[config.mk]
export PLATFORM = sky130hd
export DESIGN_NAME = neuron_weight_loader
export DESIGN_NICKNAME = d
export VERILOG_FILES = /design/src/rtl/neuron_weight_loader_pkg.sv /design/src/rtl/neuron_weight_loader_weight_buffer.sv /design/src/rtl/neuron_weight_loader.sv
export SDC_FILE = /design/constraint.sdc
export NUM_CORES = 2
export LEC_CHECK = 0
export BUFFER_PORTS_ARGS = -buffer_cell sky130_fd_sc_hd__buf_2
export CORE_MARGIN = 1
export CORE_UTILIZATION = 35
export DETAILED_ROUTE_END_ITERATION = 6
export PLACE_DENSITY = 0.58
export SETUP_SLACK_MARGIN = 0.2
export SYNTH_ARGS = -nofsm -noshare
export SYNTH_HDL_FRONTEND = slang
export SYNTH_HIERARCHICAL = 1
export SYNTH_SLANG_ARGS = --single-unit
[constraint.sdc]
create_clock -name clk -period 10 [get_ports clk]
set_input_delay 0.5 -clock clk [delete_from_list [all_inputs] [get_ports clk]]
set_output_delay 0.5 -clock clk [all_outputs]
set_load 0.1 [all_outputs]
[src/rtl/neuron_weight_loader_pkg.sv]
// Shared types for the neuron weight loader: FSM state encoding and the default weight word.
package neuron_weight_loader_pkg;

    localparam int WEIGHT_W = 16;

    typedef logic [WEIGHT_W-1:0] weight_t;

    typedef enum logic [2:0] {
        S_IDLE,
        S_FILL,
        S_BURST,
        S_RUN,
        S_CHECK,
        S_ERR
    } state_t;

endpackage

[src/rtl/neuron_weight_loader_weight_buffer.sv]
// One-neuron staging RAM: one write port and one registered read port.
module weight_buffer
    import neuron_weight_loader_pkg::*;
#(
    parameter int DEPTH = 120,
    parameter int WIDTH = WEIGHT_W,
    parameter int AW    = (DEPTH > 1) ? $clog2(DEPTH) : 1
) (
    input  logic             clk,
    input  logic             wr_en,
    input  logic [AW-1:0]    wr_addr,
    input  logic [WIDTH-1:0] wr_data,
    input  logic             rd_en,
    input  logic [AW-1:0]    rd_addr,
    output logic [WIDTH-1:0] rd_data
);

    logic [WIDTH-1:0] mem [DEPTH];

    // NOTE: the array and read register have no reset so this maps onto block RAM;
    // every location is written during FILL before BURST reads it.
    always_ff @(posedge clk) begin
        if (wr_en) begin
            mem[wr_addr] <= wr_data;
        end
        if (rd_en) begin
            rd_data <= mem[rd_addr];
        end
    end

endmodule

[src/rtl/neuron_weight_loader.sv]
// Weight-load transmitter: buffers one neuron's weights, bursts them gap-free, then enters inference.
// Optional checksum word per neuron with macro WLOAD_CHECKSUM_EN (adds CHECK/ERR states and wload_err).
module neuron_weight_loader
    import neuron_weight_loader_pkg::*;
#(
    parameter int NUM_NEURONS  = 4,
    parameter int IN_WIDTH     = 120,
    parameter int WEIGHT_WIDTH = WEIGHT_W
) (
    input  logic                    clk,
    input  logic                    reset,
    input  logic                    load_start,
    input  logic                    w_in_valid,
    input  logic [WEIGHT_WIDTH-1:0] w_in_data,
    output logic                    w_in_ready,
    output logic [WEIGHT_WIDTH-1:0] weight,
    output logic                    startup,
    output logic [NUM_NEURONS-1:0]  neuron_en,
    output logic                    busy,
    output logic                    load_done,
    output logic                    run
`ifdef WLOAD_CHECKSUM_EN
    ,
    output logic                    wload_err
`endif
);

`ifdef WLOAD_CHECKSUM_EN
    localparam int FILL_LEN = IN_WIDTH + 1;
`else
    localparam int FILL_LEN = IN_WIDTH;
`endif
    localparam int AW = (IN_WIDTH > 1) ? $clog2(IN_WIDTH) : 1;
    localparam int CW = $clog2(FILL_LEN);
    localparam int BW = $clog2(IN_WIDTH + 2);
    localparam int KW = (NUM_NEURONS > 1) ? $clog2(NUM_NEURONS) : 1;

    state_t                  state;
    logic [CW-1:0]           cnt;
    logic [BW-1:0]           bcnt;
    logic [KW-1:0]           k;
    logic                    transfer;
    logic                    fill_last;
    logic                    wr_en;
    logic                    rd_en;
    logic [AW-1:0]           rd_addr;
    logic [WEIGHT_WIDTH-1:0] rd_data;
`ifdef WLOAD_CHECKSUM_EN
    logic [WEIGHT_WIDTH-1:0] sum;
    logic [WEIGHT_WIDTH-1:0] chk;
`endif

    assign transfer  = (state == S_FILL) && w_in_valid && w_in_ready;
    assign fill_last = (cnt == CW'(FILL_LEN - 1));
`ifdef WLOAD_CHECKSUM_EN
    assign wr_en     = transfer && !fill_last;
`else
    assign wr_en     = transfer;
`endif

    // Burst cycle 0 only issues the first read; cycles 1..IN_WIDTH present words, the last one closes.
    assign rd_en   = (state == S_BURST) && (bcnt < BW'(IN_WIDTH));
    assign rd_addr = bcnt[AW-1:0];

    weight_buffer #(
        .DEPTH (IN_WIDTH),
        .WIDTH (WEIGHT_WIDTH),
        .AW    (AW)
    ) u_buffer (
        .clk     (clk),
        .wr_en   (wr_en),
        .wr_addr (cnt[AW-1:0]),
        .wr_data (w_in_data),
        .rd_en   (rd_en),
        .rd_addr (rd_addr),
        .rd_data (rd_data)
    );

    // NOTE: all state and output registers use non-blocking assignments so every
    // register samples pre-edge values regardless of statement order.
    always_ff @(posedge clk) begin
        if (reset) begin
            state      <= S_IDLE;
            cnt        <= '0;
            bcnt       <= '0;
            k          <= '0;
            w_in_ready <= 1'b0;
            weight     <= '0;
            startup    <= 1'b0;
            neuron_en  <= '0;
            busy       <= 1'b0;
            load_done  <= 1'b0;
            run        <= 1'b0;
`ifdef WLOAD_CHECKSUM_EN
            sum        <= '0;
            chk        <= '0;
            wload_err  <= 1'b0;
`endif
        end else begin
            load_done <= 1'b0;
            case (state)
                S_IDLE: begin
                    if (load_start) begin
                        state      <= S_FILL;
                        k          <= '0;
                        cnt        <= '0;
                        w_in_ready <= 1'b1;
                        busy       <= 1'b1;
`ifdef WLOAD_CHECKSUM_EN
                        sum        <= '0;
`endif
                    end
                end

                S_FILL: begin
                    // Re-asserting here also ends the one idle cycle after a reload from RUN.
                    w_in_ready <= 1'b1;
                    busy       <= 1'b1;
                    if (transfer) begin
                        if (fill_last) begin
                            cnt        <= '0;
                            bcnt       <= '0;
                            w_in_ready <= 1'b0;
`ifdef WLOAD_CHECKSUM_EN
                            chk        <= w_in_data;
                            state      <= S_CHECK;
`else
                            state      <= S_BURST;
`endif
                        end else begin
                            cnt <= cnt + 1'b1;
`ifdef WLOAD_CHECKSUM_EN
                            sum <= sum + w_in_data;
`endif
                        end
                    end
                end

`ifdef WLOAD_CHECKSUM_EN
                S_CHECK: begin
                    if (sum == chk) begin
                        state <= S_BURST;
                    end else begin
                        state     <= S_ERR;
                        busy      <= 1'b0;
                        wload_err <= 1'b1;
                    end
                end

                S_ERR: begin
                    if (load_start) begin
                        state      <= S_FILL;
                        k          <= '0;
                        cnt        <= '0;
                        sum        <= '0;
                        wload_err  <= 1'b0;
                        w_in_ready <= 1'b1;
                        busy       <= 1'b1;
                    end
                end
`endif

                S_BURST: begin
                    bcnt <= bcnt + 1'b1;
                    if (bcnt == BW'(IN_WIDTH + 1)) begin
                        bcnt      <= '0;
                        weight    <= '0;
                        startup   <= 1'b0;
                        neuron_en <= '0;
                        if (k == KW'(NUM_NEURONS - 1)) begin
                            state     <= S_RUN;
                            busy      <= 1'b0;
                            run       <= 1'b1;
                            load_done <= 1'b1;
                            neuron_en <= '1;
                        end else begin
                            state      <= S_FILL;
                            k          <= k + 1'b1;
                            w_in_ready <= 1'b1;
`ifdef WLOAD_CHECKSUM_EN
                            sum        <= '0;
`endif
                        end
                    end else if (bcnt != '0) begin
                        weight    <= rd_data;
                        startup   <= 1'b1;
                        neuron_en <= NUM_NEURONS'(1) << k;
                    end
                end

                S_RUN: begin
                    if (load_start) begin
                        state      <= S_FILL;
                        k          <= '0;
                        cnt        <= '0;
                        run        <= 1'b0;
                        neuron_en  <= '0;
                        w_in_ready <= 1'b0;
                        busy       <= 1'b0;
`ifdef WLOAD_CHECKSUM_EN
                        sum        <= '0;
`endif
                    end
                end

                default: begin
                    state <= S_IDLE;
                end
            endcase
        end
    end

endmodule

==> flow_results.xml <==
<?xml version="1.0" encoding="UTF-8"?>
<metrics>
  <group name="status">
    <metric name="status" unit="">complete, but fails checks</metric>
    <metric name="failed_checks" unit="">design-rule violations</metric>
  </group>
  <group name="power_and_ir_drop">
    <metric name="swShare" unit="">0.238</metric>
    <metric name="static-leakage-power" unit="nW">26.6</metric>
    <metric name="power_per_cell_area" unit="mW/mm2">209</metric>
    <metric name="gate_power_share" unit="">0.105</metric>
    <metric name="power.share.sequential" unit="">0.506</metric>
    <metric name="irDropWorstVdd" unit="uV">168</metric>
    <metric name="power.net_switching" unit="mW">4.34</metric>
    <metric name="power_frac_clock" unit="">0.389</metric>
    <metric name="cell_internal_pwr" unit="mW">13.9</metric>
  </group>
  <group name="clocking">
    <metric name="clkSinkCount" unit="">1979</metric>
    <metric name="clkTransAtPathRegs" unit="ps">60</metric>
    <metric name="clock_tree_from_tritoncts" unit="">done</metric>
    <metric name="ctsHoldBuffers" unit="">0</metric>
    <metric name="post-cts-setup-buffers" unit="">0</metric>
    <metric name="cts_buf_count" unit="">198</metric>
    <metric name="clock_tree.root_cell" unit="">sky130_fd_sc_hd__clkbuf_16</metric>
    <metric name="clock_insertion_delay_worst_skew" unit="ps">850</metric>
    <metric name="cts_max_path_buffers" unit="">3</metric>
    <metric name="cts-resized-gates" unit="">0</metric>
    <metric name="cts-htree-levels" unit="">4</metric>
  </group>
  <group name="route">
    <metric name="drt_first_iter_violations" unit="">4970</metric>
    <metric name="vias" unit="">38800</metric>
    <metric name="number_of_iterations_in_the_first_detailed_routing_pass" unit="">7</metric>
    <metric name="wl_per_cell" unit="um">29.5</metric>
    <metric name="detail_route.wirelength" unit="um">207000</metric>
    <metric name="via_per_inst" unit="">5.53</metric>
    <metric name="drc_errors" unit="">1</metric>
    <metric name="final_antenna_net_count" unit="">0</metric>
  </group>
  <group name="sta">
    <metric name="setup_viol_count_final" unit="">0</metric>
    <metric name="slew_headroom" unit="">0.0917</metric>
    <metric name="max_clk_rate" unit="MHz">234</metric>
    <metric name="timing_hold_violations_final" unit="">0</metric>
    <metric name="layout_min_cycle_time" unit="ps">4280</metric>
    <metric name="fin_tns_setup" unit="ps">0</metric>
    <metric name="grt_setup_unrepaired" unit="">no</metric>
    <metric name="min_period_over_period" unit="">0.428</metric>
    <metric name="fin_ws" unit="ps">5720</metric>
    <metric name="finalClockSkew" unit="ps">45.7</metric>
    <metric name="timing.final.max_slew_violations" unit="">0</metric>
    <metric name="worstMarginPinSlew" unit="ps">1360</metric>
  </group>
  <group name="grt">
    <metric name="first_global_vias" unit="">38300</metric>
    <metric name="grt_overflow" unit="">0</metric>
    <metric name="grt_max_degree" unit="">112</metric>
    <metric name="global_route_wire_length_before_repair" unit="um">293000</metric>
    <metric name="antenna_violations_before_repair" unit="">11</metric>
    <metric name="gr-usage-all-layers" unit="">0.184</metric>
  </group>
  <group name="floorplan">
    <metric name="num_rows" unit="">172</metric>
    <metric name="floorplan.initialDensity" unit="">0.352</metric>
    <metric name="io_pins" unit="">45</metric>
    <metric name="core_area" unit="mm2">0.220</metric>
    <metric name="floorplan_die_width" unit="um">472</metric>
    <metric name="die_h" unit="um">472</metric>
    <metric name="fp.dieArea" unit="mm2">0.223</metric>
  </group>
  <group name="synth">
    <metric name="synthDistinctLibCells" unit="">70</metric>
    <metric name="synth.yosys.seq_area_share" unit="">0.764</metric>
    <metric name="synthesis.instances" unit="">3743</metric>
    <metric name="avgSynthCellArea" unit="um2">20.6</metric>
    <metric name="synth.cell_area" unit="mm2">0.0773</metric>
    <metric name="ys_dominant_reg_cell" unit="">sky130_fd_sc_hd__edfxtp_1</metric>
    <metric name="mappedNetlistNets" unit="">3775</metric>
    <metric name="postSynthRegisterBits" unit="">1979</metric>
    <metric name="postSynth.asyncResetShare" unit="">0</metric>
    <metric name="synth_enable_flop_cells" unit="">1936</metric>
    <metric name="ys.warnings.count" unit="">6</metric>
  </group>
  <group name="critical_path">
    <metric name="rrSetupSlack" unit="ps">5720</metric>
    <metric name="critical_path_class" unit="">flip-flop to flip-flop</metric>
    <metric name="critical_path.reg2reg.endpoint" unit="">u_buffer/rd_data[1]$_DFFE_PP_</metric>
    <metric name="timing.reg2reg.worst_path_depth" unit="">6</metric>
    <metric name="worst-endpoint-required" unit="ps">10560</metric>
    <metric name="regToRegStartpoint" unit="">bcnt[0]$_SDFFE_PP0P_</metric>
    <metric name="end_kind" unit="">flip-flop</metric>
    <metric name="crit_fanout" unit="">75</metric>
    <metric name="data_arrival_time_of_the_worst_path" unit="ps">4840</metric>
    <metric name="timing.critical_path.from_type" unit="">flip-flop</metric>
  </group>
  <group name="cells_and_area">
    <metric name="drive_above_1_share" unit="">0.232</metric>
    <metric name="postLayoutCoreUtil" unit="">0.398</metric>
    <metric name="layout.cell_area.non_filler" unit="mm2">0.0874</metric>
    <metric name="syn_to_final_growth" unit="%">13.2</metric>
    <metric name="nFillCells" unit="">19400</metric>
    <metric name="finish.net_count" unit="">3999</metric>
  </group>
  <group name="worst_hold_path">
    <metric name="hold-path-endpoint" unit="">run$_SDFFE_PP0P_</metric>
    <metric name="hp-class" unit="">input pin to flip-flop</metric>
    <metric name="startpoint_of_the_lowest_slack_hold_path" unit="">load_start</metric>
    <metric name="timing.hold.worst_path_depth" unit="">3</metric>
  </group>
  <group name="placement">
    <metric name="finalWeightedCongestion" unit="">0.868</metric>
    <metric name="post-place-ws" unit="ps">5650</metric>
    <metric name="port_buffers" unit="">44</metric>
    <metric name="dpl-instance-area" unit="mm2">0.0812</metric>
    <metric name="dpl_wire_length" unit="um">127000</metric>
  </group>
  <group name="job">
    <metric name="maxCapViolCount" unit="">0</metric>
  </group>
</metrics>
==> metrics by stage <==
step	hold WS, ps	instances	power, mW
detailed placement	466	6638	11.4
CTS	17.7	7005	18.4
global placement	459	6638	11.3
finish	77.1	7012	18.3
global route	43.6	7005	18.8
floorplan	474	3743	10.9
==> power by group through the flow <==
stage / sequential (mW) / clock (mW) / combinational [mW]
3_3_place_gp: 9.41 / 0 / 1.94
6_report: 9.23 / 7.10 / 1.92
4_1_cts: 9.23 / 7.23 / 1.95
2_1_floorplan: 9.40 / 0 / 1.51
3_5_place_dp: 9.41 / 0 / 1.95
5_1_grt: 9.23 / 7.53 / 2.05
==> sequential cells by signal (all words and copies together) (netlist names) <==
name / count
weight: 16
k: 2
run: 1
w_in_ready: 1
busy: 1
load_done: 1
bcnt: 7
u_buffer/rd_data: 16
u_buffer/mem: 1920
state: 2
neuron_en: 4
cnt: 7
startup: 1
==> placed cells by master (no fill, tap or decap), types with 8 or more instances in the layout <==
master / count
sky130_fd_sc_hd__edfxtp_1: 1936
sky130_fd_sc_hd__mux4_2: 384
sky130_fd_sc_hd__mux2i_1: 275
sky130_fd_sc_hd__clkbuf_16: 200
sky130_fd_sc_hd__buf_4: 197
sky130_fd_sc_hd__nor2_1: 172
sky130_fd_sc_hd__nand2_1: 104
sky130_fd_sc_hd__a22oi_1: 81
sky130_fd_sc_hd__a21oi_1: 69
sky130_fd_sc_hd__nand3_1: 49
sky130_fd_sc_hd__clkinv_1: 48
sky130_fd_sc_hd__o21ai_0: 45
sky130_fd_sc_hd__clkinv_2: 43
sky130_fd_sc_hd__clkbuf_1: 39
sky130_fd_sc_hd__dfxtp_1: 37
sky130_fd_sc_hd__nor2b_1: 29
sky130_fd_sc_hd__a211oi_1: 29
sky130_fd_sc_hd__nor3_1: 28
sky130_fd_sc_hd__buf_2: 28
sky130_fd_sc_hd__a31oi_1: 25
sky130_fd_sc_hd__mux2_2: 24
sky130_fd_sc_hd__o22ai_1: 24
sky130_fd_sc_hd__o32ai_1: 21
sky130_fd_sc_hd__a32oi_1: 18
sky130_fd_sc_hd__nand2b_1: 16
sky130_fd_sc_hd__inv_1: 14
sky130_fd_sc_hd__ha_1: 12
sky130_fd_sc_hd__nand4_1: 10
sky130_fd_sc_hd__inv_6: 9
sky130_fd_sc_hd__bufinv_16: 9
sky130_fd_sc_hd__a221oi_1: 8
==> area by class of cell <==
class | count | area [um2] | share of cell area
inverters | 16 | 61.3 | 0.000701
clock inverters | 125 | 973 | 0.0111
multi-input cells | 1540 | 16800 | 0.192
flip-flops and latches | 1979 | 59000 | 0.675
well taps | 2871 | 3590 | 0.0411
repair buffers | 232 | 1760 | 0.0201
diodes | 7 | 17.5 | 0.000200
clock buffers | 242 | 5190 | 0.0594
==> critical path, cell delays in order, from the launching register on <==
cell	delay [ps]
sky130_fd_sc_hd__dfxtp_4	840
sky130_fd_sc_hd__buf_12	550
sky130_fd_sc_hd__buf_4	650
sky130_fd_sc_hd__mux4_2	610
sky130_fd_sc_hd__mux4_2	580
sky130_fd_sc_hd__nor2_1	530
sky130_fd_sc_hd__nor3_1	140
==> cells by family after synthesis <==
| kind of cell | after synthesis | synth area share |
|---|---|---|
| buf+inv | 224 | 0.0196 |
| flops | 1979 | 0.764 |
| xor+xnor | 2 | 0.000227 |
| fa+ha+maj | 12 | 0.00194 |
| mux | 690 | 0.153 |
| compound gates | 370 | 0.0330 |
| simple gates | 466 | 0.0281 |
==> Yosys cell counts (all sizes together), types with 15 or more instances <==
library cell  instances  area share
a211oi               29      0.0028
a21oi                70      0.0046
a22oi                81      0.0079
a31oi                26      0.0022
a32oi                18      0.0020
buf                 133       0.015
clkbuf               75      0.0036
dfxtp                43       0.011
edfxtp             1936        0.75
inv                  15     0.00073
mux2                 24      0.0035
mux2i               275       0.036
mux4                391        0.11
nand2               104      0.0051
nand2b               16      0.0013
nand3                49      0.0032
nor2                176      0.0086
nor2b                31      0.0025
nor3                 32      0.0021
o21ai                47      0.0031
o22ai                24      0.0019
o32ai                21      0.0024
==> worst max path at each step <==
stage                       startpoint                             to  slack (ps)  cells past startpoint
5_1_grt           bcnt[0]$_SDFFE_PP0P_  u_buffer/rd_data[1]$_DFFE_PP_        5560                      6
3_3_place_gp      bcnt[0]$_SDFFE_PP0P_  u_buffer/rd_data[1]$_DFFE_PP_        5660                      6
2_1_floorplan  w_in_ready$_SDFFE_PP0P_  u_buffer/mem[72][0]$_DFFE_PP_        6010                      5
4_1_cts           bcnt[0]$_SDFFE_PP0P_  u_buffer/rd_data[1]$_DFFE_PP_        5640                      6
6_report          bcnt[0]$_SDFFE_PP0P_  u_buffer/rd_data[1]$_DFFE_PP_        5720                      6
3_5_place_dp      bcnt[0]$_SDFFE_PP0P_  u_buffer/rd_data[1]$_DFFE_PP_        5650                      6
==> routing by layer <==
layer,track usage,vias up,share of wire
met5,0,-,0.00020
met4,0.0573,6,0.028
met3,0.0381,274,0.083
met2,0.287,1634,0.47
met1,0.258,20800,0.42
li1,-,16000,-
Power figures use the tool's default switching activity.
